`config.mk`:
```
export PLATFORM = sky130hd
export DESIGN_NAME = approx_mul_pipe
export DESIGN_NICKNAME = d
export VERILOG_FILES = /design/src/rtl/approx_mul_pkg.sv /design/src/rtl/approx_mul_pipe_pp_array.sv /design/src/rtl/approx_mul_pipe.sv
export SDC_FILE = /design/constraint.sdc
export NUM_CORES = 1
export LEC_CHECK = 0
export BUFFER_PORTS_ARGS = -buffer_cell sky130_fd_sc_hd__buf_2
export CAP_MARGIN = 20
export CORE_MARGIN = 10
export CORE_UTILIZATION = 45
export CTS_CLUSTER_DIAMETER = 200
export DETAILED_ROUTE_END_ITERATION = 10
export MAX_ROUTING_LAYER = met4
export SKIP_CTS_REPAIR_TIMING = 1
export SYNTH_ARGS = -nofsm -noshare
export SYNTH_HDL_FRONTEND = slang
export SYNTH_SLANG_ARGS = --single-unit
```
`constraint.sdc`:
```
create_clock -name clk -period 4.82 [get_ports clk]
set_input_delay 0.241 -clock clk [delete_from_list [all_inputs] [get_ports clk]]
set_output_delay 0.241 -clock clk [all_outputs]
set_load 0.01 [all_outputs]
```
`src/rtl/approx_mul_pkg.sv`:
```
// Shared types and helpers for the pipelined approximate multiplier.
// Mode encoding is carried per beat; comp_const gives the mode-10 rounding offset.
package approx_mul_pkg;

  typedef enum logic [1:0] {
    MODE_EXACT = 2'b00,
    MODE_TRUNC = 2'b01,
    MODE_COMP  = 2'b10,
    MODE_ORC   = 2'b11
  } mode_e;

  // Half of the weight of the lowest kept column; zero when nothing is truncated.
  function automatic longint unsigned comp_const(int unsigned trunc);
    return (trunc == 0) ? 64'd0 : (64'd1 << (trunc - 1));
  endfunction

endpackage

```
`src/rtl/approx_mul_pipe_pp_array.sv`:
```
// Combinational partial-product array: exact, truncated, compensated or OR-compressed
// low columns, selected per operation.
module approx_pp_array
  import approx_mul_pkg::*;
#(
  parameter int unsigned WIDTH = 8,
  parameter int unsigned TRUNC = 7
) (
  input  logic [WIDTH-1:0]   a_i,
  input  logic [WIDTH-1:0]   b_i,
  input  mode_e              mode_i,
  output logic               sat_o,
  output logic [2*WIDTH-1:0] prod_o
);

  localparam int unsigned PW = 2 * WIDTH;
  localparam logic [PW-1:0] LoMask = ~({PW{1'b1}} << TRUNC);
  localparam logic [PW:0]   Comp   = (PW + 1)'(comp_const(TRUNC));

  logic [PW-1:0] row;
  logic [PW-1:0] full;
  logic [PW-1:0] hi;
  logic [PW-1:0] lo;
  logic [PW:0]   sum;

  // Each shifted row holds one pp bit per column, so masking a row selects whole columns.
  always_comb begin
    row  = '0;
    full = '0;
    hi   = '0;
    lo   = '0;
    for (int unsigned i = 0; i < WIDTH; i++) begin
      row  = PW'(b_i & {WIDTH{a_i[i]}}) << i;
      full = full + row;
      hi   = hi + (row & ~LoMask);
      lo   = lo | (row & LoMask);
    end
    sum = {1'b0, hi} + Comp;

    sat_o  = 1'b0;
    prod_o = full;
    unique case (mode_i)
      MODE_EXACT: prod_o = full;
      MODE_TRUNC: prod_o = hi;
      MODE_COMP: begin
        if (sum[PW]) begin
          prod_o = '1;
          sat_o  = 1'b1;
        end else begin
          prod_o = sum[PW-1:0];
        end
      end
      MODE_ORC:   prod_o = hi | lo;
      default:    prod_o = full;
    endcase
  end

endmodule

```
`src/rtl/approx_mul_pipe.sv`:
```
// Pipelined unsigned multiplier with per-beat approximation mode and valid/ready streaming.
// Stage 1 holds operands; the pp array sits between stages 1 and 2; later stages only delay.
module approx_mul_pipe
  import approx_mul_pkg::*;
#(
  parameter int unsigned WIDTH  = 8,
  parameter int unsigned TRUNC  = 7,
  parameter int unsigned STAGES = 2,
  parameter int unsigned TAG_W  = 4
) (
  input  logic               clk,
  input  logic               rst_n,
  input  logic               in_valid,
  output logic               in_ready,
  input  logic [WIDTH-1:0]   in_a,
  input  logic [WIDTH-1:0]   in_b,
  input  logic [1:0]         in_mode,
  input  logic [TAG_W-1:0]   in_tag,
  output logic               out_valid,
  input  logic               out_ready,
  output logic [2*WIDTH-1:0] out_prod,
  output logic [TAG_W-1:0]   out_tag,
  output logic               out_sat
);

  localparam int unsigned PW = 2 * WIDTH;

  if (TRUNC > 2 * WIDTH - 1 || STAGES < 2 || STAGES > 4) begin : g_param_err
    $error("approx_mul_pipe: illegal TRUNC or STAGES");
  end

  logic [STAGES-1:0] vld;
  logic [STAGES:0]   rdy;
  logic [TAG_W-1:0]  tag_s  [STAGES];
  logic [PW-1:0]     prod_s [STAGES];
  logic [STAGES-1:0] sat_s;

  logic [WIDTH-1:0] a_q, a_d;
  logic [WIDTH-1:0] b_q, b_d;
  mode_e            mode_q, mode_d;

  // A stage can load when empty or when its occupant leaves this cycle.
  always_comb begin
    rdy         = '0;
    rdy[STAGES] = out_ready;
    for (int s = STAGES - 1; s >= 0; s--) begin
      rdy[s] = !vld[s] || rdy[s+1];
    end
  end

  always_comb begin
    a_d    = a_q;
    b_d    = b_q;
    mode_d = mode_q;
    if (rdy[0] && in_valid) begin
      a_d    = in_a;
      b_d    = in_b;
      mode_d = mode_e'(in_mode);
    end
  end

  always_ff @(posedge clk or negedge rst_n) begin
    if (!rst_n) begin
      a_q    <= '0;
      b_q    <= '0;
      mode_q <= MODE_EXACT;
    end else begin
      a_q    <= a_d;
      b_q    <= b_d;
      mode_q <= mode_d;
    end
  end

  approx_pp_array #(
    .WIDTH (WIDTH),
    .TRUNC (TRUNC)
  ) u_pp (
    .a_i    (a_q),
    .b_i    (b_q),
    .mode_i (mode_q),
    .sat_o  (sat_s[0]),
    .prod_o (prod_s[0])
  );

  for (genvar s = 0; s < STAGES; s++) begin : g_stage
    logic             vld_q, vld_d, up_vld;
    logic [TAG_W-1:0] tag_q, tag_d, up_tag;

    if (s == 0) begin : g_head
      assign up_vld = in_valid;
      assign up_tag = in_tag;
    end else begin : g_body
      assign up_vld = vld[s-1];
      assign up_tag = tag_s[s-1];
    end

    always_comb begin
      vld_d = vld_q;
      tag_d = tag_q;
      if (rdy[s]) begin
        vld_d = up_vld;
        if (up_vld) tag_d = up_tag;
      end
    end

    always_ff @(posedge clk or negedge rst_n) begin
      if (!rst_n) begin
        vld_q <= 1'b0;
        tag_q <= '0;
      end else begin
        vld_q <= vld_d;
        tag_q <= tag_d;
      end
    end

    assign vld[s]   = vld_q;
    assign tag_s[s] = tag_q;

    if (s > 0) begin : g_data
      logic [PW-1:0] prod_q, prod_d;
      logic          sat_q, sat_d;

      always_comb begin
        prod_d = prod_q;
        sat_d  = sat_q;
        if (rdy[s] && up_vld) begin
          prod_d = prod_s[s-1];
          sat_d  = sat_s[s-1];
        end
      end

      always_ff @(posedge clk or negedge rst_n) begin
        if (!rst_n) begin
          prod_q <= '0;
          sat_q  <= 1'b0;
        end else begin
          prod_q <= prod_d;
          sat_q  <= sat_d;
        end
      end

      assign prod_s[s] = prod_q;
      assign sat_s[s]  = sat_q;
    end
  end

  assign in_ready  = rdy[0];
  assign out_valid = vld[STAGES-1];
  assign out_prod  = prod_s[STAGES-1];
  assign out_tag   = tag_s[STAGES-1];
  assign out_sat   = sat_s[STAGES-1];

endmodule
```
==> Word-level counts from Yosys, hierarchy flattened <==
Cells that the tools add are included.
{ "totals": {"reg_bits": 45, "input_bits": 26, "out_inout_bits": 23, "elab_cells": 55} }
{ "op_classes": {"n_addsub": 15, "eq_ne": 3, "muxes": 4, "n_bitwise": 15, "n_reduce_logical": 9} }
{ "op_table": {"columns": ["cell", "n"], "rows": [
  ["16-bit adder", 12],
  ["16-bit by 7-bit bitwise OR with 16-bit output", 5],
  ["8-bit bitwise AND", 8],
  ["16-bit case mux with 4 select lines", 1],
  ["16-bit by 7-bit adder with 17-bit output (second input constant)", 1],
  ["16-bit by 14-bit adder with 16-bit output", 1],
  ["16-bit by 15-bit adder with 16-bit output", 1],
  ["16-bit two-way mux", 1],
  ["16-bit bitwise OR", 1],
  ["7-bit bitwise OR", 1],
  ["2-bit == test (second input constant)", 2],
  ["2-bit AND reduction", 2],
  ["2-bit by 1-bit == test with 1-bit output (second input constant)", 1],
  ["1-bit logical AND", 2],
  ["1-bit logical NOT", 2],
  ["2-bit logical NOT", 1],
  ["1-bit logical OR", 2],
  ["1-bit two-way mux", 2]
]} }

==> Longest topological paths before layout <==
Gate-level depths: netlist (run 1).
{ "depth": {"ltp_word": 11, "depth_mapped": 16, "ltp_nobuf": 15} }

==> Cells and area by module <==
A second synthesis (run 1) with hierarchy kept.
{ "hier_totals": {"hier_cells": 519, "hier_area_um2": 5328.9} }
{ "by_module_without_submodules": {"columns": ["module", "instances", "cells_per_inst", "area_per_inst_um2"], "rows": [
  ["approx_pp_array", 1, 405, 3325.7],
  ["approx_mul_pipe", 1, 114, 2003.2]
]} }

==> Least setup slack after synthesis (run 1) <==
No wires, ideal clock.
{ "synth_path": {"path_type": "flip-flop to flip-flop", "start": "register a_q[5]", "end": "register g_stage[1].g_data.prod_q[14], in the netlist out_prod[14]", "arrival_time_ns": 4.174, "path_slack_ns": 0.576, "stages_incl_launch_ff": 15, "synth_period_minus_slack_ns": 4.244, "path_cell_list": "dfrtp_1 -> clkbuf_1 -> and2_1 -> fa_1 -> inv_1 -> fa_1 -> fa_1 -> fa_1 -> inv_1 -> ha_1 -> and2_4 -> a221oi_4 -> a21oi_1 -> or3_1 -> nand3b_1"} }
{ "synth_between": {"elab_chain_len": 7, "elab_cells_between_ends": 11} }
{ "synth_lines": {"columns": ["element", "line_no", "source"], "rows": [
  ["start: declaration", "approx_mul_pipe.sv:38", "logic [WIDTH-1:0] a_q, a_d;"],
  ["start signal: assignment", "approx_mul_pipe.sv:64", "a_q <= '0;"],
  ["start signal: assignment", "approx_mul_pipe.sv:68", "a_q <= a_d;"],
  ["8-bit bitwise AND (*)", "approx_mul_pipe_pp_array.sv:33", "row = PW'(b_i & {WIDTH{a_i[i]}}) << i;"],
  ["16-bit adder", "approx_mul_pipe_pp_array.sv:35", "hi = hi + (row & ~LoMask);"],
  ["16-bit by 14-bit adder with 16-bit output", "approx_mul_pipe_pp_array.sv:35", null],
  ["16-bit by 15-bit adder with 16-bit output", "approx_mul_pipe_pp_array.sv:35", null],
  ["16-bit by 7-bit adder with 17-bit output", "approx_mul_pipe_pp_array.sv:38", "sum = {1'b0, hi} + Comp;"],
  ["16-bit two-way mux", "approx_mul_pipe_pp_array.sv:46", "if (sum[PW]) begin"],
  ["16-bit case mux with 4 select lines (*)", "approx_mul_pipe_pp_array.sv:42", "unique case (mode_i)"],
  ["end signal: assignment", "approx_mul_pipe.sv:137", "prod_q <= prod_d;"],
  ["end: declaration", "approx_mul_pipe.sv:120", "logic [PW-1:0] prod_q, prod_d;"]
]} }
Mark *: on every way between the ends. The rest lies on a longest branch, timed or not.
A chain may end at the register's enable or synchronous reset.

==> Final worst setup path (run 1) <==
Ends and elaborated chain as after synthesis.

==> metrics.md, run 1 <==
| Metric | Value |
|---|---|
| WL met2 | 4460 µm |
| Placer Congestion | 0.821 |
| Most frequent cells in the layout | 58 x nand2_1, 47 x buf_2, 44 x dfrtp_1 |
| Peak supply drop | 424 µV |
| Worst-path clk slew | 0.09 ns |
| Fillers | roughly 850 |
| Iter 0 DRT Violations | 115 |
| Highest Clock Rate | 222 MHz |
| RSZ-0062 raised after global routing | false |
| Antenna-violating nets left | 0 |
| Layout overhead on the synthesized area | 8.95% |
| DR WL/cell | between 15 and 20 µm |
| Starting Density | 46.8% |
| Layout Skew | roughly 0.0047 ns |
| Fin worst setup slack | 0.319 ns |
| Top Metal Used | met4 |
| H-tree Lvls | 2 |
| # DRC | 0 |
| Drt pass-1 iters | 5 |
| Max-cap check violation count | 0 |
| Synth Cell Area | about 4100 µm² |
| Root buffer cell | clkbuf_8 |
| First-pass GRT wire length | approximately 16000 µm |
| CP max FO | 10 |
| I/O Buffers | 47 |
| Metal-1 WL | between 3000 and 4000 µm |
| Setup Viol. Count Final | 0 |
| Final hold vios | 0 |
| Status | finished clean |
| Core Area | around 9000 µm² |
| Nets | 558 |
| CTS tree | done |
| Unique masters post-synth | 50 |
| Via count | 3012 |
| Share of cells above drive strength 1 | 19.6% |
| Sequential area share after synthesis | 26.6% |
| Die area | 13400 µm² |
| Latest clock arrival within the worst-skew pair | 0.31 ns |
| Ys flop type | dfrtp_1 |
| Vias in the first global route | 3350 |
| CTS buffer count | 5 |
| Tcrit/Tclk final | 93.4% |
| Worst Hold Class | input pin to register |
| Dpl hpwl | 6930 µm |
| Vias/cell | 5.36 |
| Most common cell after layout, fill and taps aside | nand2_1 |
| Worst EP required | 5.07 ns |
| Final-report max-slew violation count | 0 |
| Worst Path Arrival | 4.75 ns |
| Syn Area/Cell | 9.78 µm² |
| Leak Pwr | 0.00226 µW |
| Yosys warnings | 0 |
| Final Cell Area | 4510 µm² |
| Most area-consuming cells after synthesis | dfrtp_1 27%, fa_1 19%, ha_1 12% |
| Worst R2R Setup Slack | approximately 0.32 ns |
| Total GRT Usage | 14.8% |
| Die height | 116 µm |
| Cell count after synthesis | 423 |
| Die X-Extent | 116 µm |
| Maximum clock insertion buffer count | 2 |
| Leading area contributor after synthesis | dfrtp_1 |
| CP endpoint kind | register |
| Number of diodes | 0 |
| Initial antenna violation count | 0 |
| Worst setup path category | register to register |
| Startpoint types | register |
| Metal3 WL | 336 µm |
| Ys async rst share | 100% |
| Pwr dens | 689 nW/µm² |
| TNS Setup | 0 ns |
| Post-DP Area | 4340 µm² |
| Ports | approximately 50 |
| Min cycle time layout | 4.50 ns |
| EDFF count, synth | 0 |
| Area share of the largest cell type after synthesis | about a quarter |
| Pre-CTS setup slack | approximately 0.34 ns |
| Syn Nets | 528 |
| Congestion Overflow GR | 0 |
| Pin count of the biggest net entering global routing | 45 |
| Cell Rows | 34 |
| Sink Count | 44 |
| Number of synthesized register bits | 44 |
| WL final | 8850 µm |
sequential cells by signal, indices dropped and copies added, names as in the netlist:
| register | cells |
|---|---|
| a_q | 8 |
| b_q | 8 |
| g_stage.tag_q | 4 |
| g_stage.vld_q | 1 |
| mode_q | 2 |
| out_prod | 16 |
| out_tag | 4 |
| out_valid | 1 |
per-layer routing:
metal	vias to the layer above	global-route usage [%]
li1	1432	-
met1	1514	17.8
met2	55	25.1
met3	11	2.58
met4	0	3.59
met5	-	-
layout make-up:
| type | instances | area [µm²] | area share, % |
|---|---|---|---|
| multi-input cells | 308 | 2690 | 59.7 |
| clock inverters | 2 | 35.0 | 0.777 |
| clock buffers | 6 | 72.6 | 1.61 |
| well taps | 108 | 135 | 3.00 |
| inverters | 40 | 150 | 3.33 |
| repair buffers | 54 | 323 | 7.16 |
| flip-flops and latches | 44 | 1100 | 24.4 |
worst max-delay path, cell delays in order (launching register included):
cell and delay (ns):
dfrtp_1 0.52, and2_1 0.23, fa_1 0.51, fa_1 0.54
inv_1 0.06, fa_1 0.62, xor2_1 0.17, ha_1 0.26
ha_1 0.40, and2_4 0.21, a221oi_4 0.32, a21oi_1 0.14
or3_1 0.37, nand3b_1 0.09
cell families after synthesis:
family / Yosys count / share of synthesized area (%)
AOI/OAI and AO/OA: 57 / 9.19
DFF: 44 / 26.6
xor gates and xnor gates: 7 / 1.48
buffers and inverters: 71 / 8.34
and+or+nand+nor: 142 / 17.2
other: 1 / 0.0906
muxes: 22 / 5.99
adders and majority gates: 79 / 31.1
where the power goes:
group / internal (µW) / leakage, µW / switching, µW
combinational: 1010 / 0.00168 / 1250
clock: 154 / 0.0000552 / 138
sequential: 465 / 0.000528 / 90.6
total: 1630 / 0.00226 / 1480
metrics by stage:
step / hold WS, ns / utilization (%) / total power, µW / std cells
after floorplan: -0.0546 / - / 2430 / 423
after global placement: 0.443 / 49.1 / 2810 / 551
after detailed placement: 0.446 / 49.1 / 2840 / 551
after CTS: 0.124 / 50.3 / 3150 / 559
after global routing: 0.144 / 51.0 / 3530 / 562
final: 0.128 / 51.0 / 3110 / 562
Yosys cell counts, types with 2 or more instances:
master     n
nand4_1    2
buf_2      2
nor2_1    15
mux2_2    22
nand3b_1   3
a21oi_1   18
or3_1      2
dfrtp_1   44
inv_1     40
fa_1      40
nor3_1     2
ha_1      39
o21ai_0   17
nand2b_1   3
buf_4     18
clkbuf_1   9
xor2_1     4
and3_1     2
o21bai_1   3
nand3_1    6
xnor2_1    3
nand2_1   58
a41oi_1    2
a31oi_1    2
and2_1    42
worst paths after layout:
check,startpoint,to,cells past startpoint
worst max-delay path,a_q[5]$_DFFE_PN0P_,out_prod[14]$_DFFE_PN0P_,13
worst min-delay path,in_valid,g_stage[0].vld_q$_DFFE_PN0N_,2
worst max register to register,a_q[5]$_DFFE_PN0P_,out_prod[14]$_DFFE_PN0P_,13
worst min register to register,g_stage[0].tag_q[3]$_DFFE_PN0P_,out_tag[3]$_DFFE_PN0P_,2
max in group asynchronous,rst_n,out_tag[3]$_DFFE_PN0P_,3
min in group asynchronous,rst_n,b_q[2]$_DFFE_PN0P_,2
No activity file was read; power rests on OpenSTA's default activity.
==> run 2: changes to the inputs <==
--- a/config.mk
+++ b/config.mk
@@ -5,13 +5,16 @@
 export SDC_FILE = /design/constraint.sdc
 export NUM_CORES = 1
 export LEC_CHECK = 0
+export ABC_CLOCK_PERIOD_IN_PS = 4820
 export BUFFER_PORTS_ARGS = -buffer_cell sky130_fd_sc_hd__buf_2
 export CAP_MARGIN = 20
+export CORE_ASPECT_RATIO = 1.25
 export CORE_MARGIN = 10
-export CORE_UTILIZATION = 45
+export CORE_UTILIZATION = 60
 export CTS_CLUSTER_DIAMETER = 200
 export DETAILED_ROUTE_END_ITERATION = 10
 export MAX_ROUTING_LAYER = met4
+export PLACE_DENSITY = 0.82
 export SKIP_CTS_REPAIR_TIMING = 1
 export SYNTH_ARGS = -nofsm -noshare
 export SYNTH_HDL_FRONTEND = slang
==> run 2 against run 1 <==
Net effect:
- first-iteration DRC count down 9.6%
- sequential cell count unchanged
- core utilization up 16 points
- setup slack better by 0.023 ns
- clock power up 2%
- non-clock buffer count down 3
- critical endpoint unchanged
==> metrics.md, run 2 (synthesis results as in run 1) <==
| Metric | Value |
|---|---|
| Peak supply drop | 472 µV (was 424 µV) |
| Share of power burned in registers | 17.3% (was 17.9%) |
| Number of diodes | 0 (unchanged) |
| Maximum clock insertion buffer count | 2 (unchanged) |
| Min cycle time layout | 4.48 ns (was 4.50 ns) |
| Pin count of the biggest net entering global routing | 45 (unchanged) |
| Worst R2R Setup Slack | 0.34 ns (was 0.32 ns) |
| Worst Hold Class | input pin to asynchronous set/reset pin (was input pin to register) |
| Drt pass-1 iters | 4 (was 5) |
| Iter 0 DRT Violations | 104 (was 115) |
| I/O Buffers | 47 (unchanged) |
| CP max FO | 9 (was 10) |
| Max-cap check violation count | 0 (unchanged) |
| Finished Layout Cells | 538 (was 562) |
| Most frequent cells in the layout | 58 x nand2_1, 47 x buf_2, 44 x dfrtp_1 (unchanged) |
| Max reg flops | 16 (unchanged) |
| Tcrit/Tclk final | 92.9% (was 93.4%) |
| Final hold vios | 0 (unchanged) |
| RSZ-0062 raised after global routing | false (unchanged) |
| Worst EP required | 5.07 ns (about the same) |
| Nets | 555 (was 558) |
| Top Metal Used | met4 (unchanged) |
| Antenna-violating nets left | 0 (unchanged) |
| Vias in the first global route | 3233 (was 3350) |
| Metal3 WL | 238 µm (was 336 µm) |
| Reg2reg end | out_prod[14]$_DFFE_PN0P_ (unchanged) |
| Initial antenna violation count | 0 (unchanged) |
| First-pass GRT wire length | 15100 µm (was 15600 µm) |
| Dpl hpwl | 6930 µm (about the same) |
| Layout Skew | 0.00694 ns (was 0.00474 ns) |
| Pwr dens | 712 nW/µm² (was 689 nW/µm²) |
| Sink Count | 44 (unchanged) |
| Layout overhead on the synthesized area | 7.59% (was 8.95%) |
| Die area | 10600 µm² (was 13400 µm²) |
| Latest clock arrival within the worst-skew pair | 0.31 ns (about the same) |
| Share of cells above drive strength 1 | 19.5% (was 19.6%) |
| Cell Rows | 33 (was 34) |
| TNS Setup | 0 ns (unchanged) |
| Worst r2r src | b_q[4]$_DFFE_PN0P_ (was a_q[5]$_DFFE_PN0P_) |
| CP endpoint kind | register (unchanged) |
| Placer Congestion | 0.876 (was 0.821) |
| Max_slew headroom | 33.4% |
| DR WL/cell | 16.3 µm (was 15.8 µm) |
| Setup Viol. Count Final | 0 (unchanged) |
| Worst-path clk slew | 0.09 ns (about the same) |
| CP startpoint | b_q[4]$_DFFE_PN0P_ (was a_q[5]$_DFFE_PN0P_) |
| Die X-Extent | 94.3 µm (was 116 µm) |
| CTS tree | done (unchanged) |
| Ports | 49 (unchanged) |
| Worst Path Arrival | 4.73 ns (was 4.75 ns) |
| Metal-1 WL | 3500 µm (was 3950 µm) |
| NetSw | 1530 µW (was 1480 µW) |
| Worst Reg2Reg Path Length in Cells | 13 (unchanged) |
| Switching share of power | 48.2% (was 47.6%) |
| Congestion Overflow GR | 0 (unchanged) |
| Placed cells | 529 (was 551) |
| Leak Pwr | 0.00224 µW (was 0.00226 µW) |
| Vias/cell | 5.52 (was 5.36) |
| Startpoint types | register (unchanged) |
| Internal | 1640 µW (was 1630 µW) |
| Core Area | 6650 µm² (was 8850 µm²) |
| Worst setup path category | register to register (unchanged) |
| Most common cell after layout, fill and taps aside | nand2_1 (unchanged) |
| Via count | 2969 (was 3012) |
| Critical path endpoint | out_prod[14]$_DFFE_PN0P_ (unchanged) |
| Die height | 113 µm (was 116 µm) |
| Root buffer cell | clkbuf_8 (unchanged) |
| Starting Density | 62.3% (was 46.8%) |
| CTS buffer count | 5 (unchanged) |
| Status | finished clean (unchanged) |
| # DRC | 0 (unchanged) |
| Fillers | 559 (was 846) |
| WL final | 8800 µm (was 8850 µm) |
| Total GRT Usage | 17.9% (was 14.8%) |
| Worst Tran Pin Value | between 0.9 and 1 ns |
| WL met2 | 4820 µm (was 4460 µm) |
| Clock power share | 9.5% (was 9.4%) |
| Highest Clock Rate | 223 MHz (was 222 MHz) |
| Combinational group share of total power | 73.2% (was 72.7%) |
| H-tree Lvls | 2 (unchanged) |
| Final-report max-slew violation count | 0 (unchanged) |
## run 2: changes by cell type in the layout (fill, tap and decap cells not counted)
cell / delta
dlygate4sd3_1: -1
clkbuf_1: -1
buf_4: -1
buf_12: -1
inv_6: +1
clkinv_2: -1
clkinvlp_4: +1
## run 2: worst min path at each step
stage / start / endpoint / slack, ns / cells past startpoint
finish: rst_n / g_stage[0].tag_q[1]$_DFFE_PN0P_ / 0.08 / 1
global route: rst_n / g_stage[0].tag_q[1]$_DFFE_PN0P_ / 0.15 / 1
CTS: rst_n / g_stage[0].tag_q[1]$_DFFE_PN0P_ / 0.13 / 1
detailed placement: g_stage[0].tag_q[2]$_DFFE_PN0P_ / out_tag[2]$_DFFE_PN0P_ / 0.45 / 2
global placement: g_stage[0].tag_q[3]$_DFFE_PN0P_ / out_tag[3]$_DFFE_PN0P_ / 0.44 / 2
floorplan: rst_n / a_q[0]$_DFFE_PN0P_ / -0.05 / 0
## run 2: layout make-up
type / count / area (µm²) / share of cell area, %
repair buffers: 51 / 285 / 6.41
inverters: 40 / 150 / 3.37
flip-flops and latches: 44 / 1100 / 24.7
clock inverters: 3 / 46.3 / 1.04
well taps: 87 / 109 / 2.44
multi-input cells: 308 / 2690 / 60.5
clock buffers: 5 / 68.8 / 1.55
## run 2: routing by layer
layer	up-vias	track usage (%)
met4	0	6.90
met2	45	31.5
met5	-	-
li1	1426	-
met3	17	2.38
met1	1481	20.0
## run 2: through the flow
stage,utilization (%),hold slack (ns),worst slack (ns),area (µm²),total power [µW]
after global placement,64.8,0.441,0.441,4310,2780
final,67.0,0.0847,0.343,4450,3170
after global routing,67.0,0.150,0.127,4450,3560
after CTS,66.6,0.126,0.328,4430,3190
after detailed placement,64.8,0.447,0.362,4310,2870
after floorplan,-,-0.0546,0.576,4140,2430
## run 2: critical path, cell delays in order (launching register included)
cell and delay (ns):
dfrtp_1 0.51, and2_1 0.23, fa_1 0.50, fa_1 0.55, inv_1 0.06, fa_1 0.62, xor2_1 0.17, ha_1 0.25
ha_1 0.40, and2_4 0.21, a221oi_4 0.33, a21oi_1 0.12, or3_1 0.37, nand3b_1 0.09
## run 2: power groups by stage
stage / registers (µW) / logic, µW / clock network [µW]
6_report: 549 / 2320 / 300
5_1_grt: 565 / 2680 / 316
4_1_cts: 549 / 2330 / 303
3_5_place_dp: 557 / 2320 / 0
3_3_place_gp: 554 / 2220 / 0
2_1_floorplan: 526 / 1900 / 0
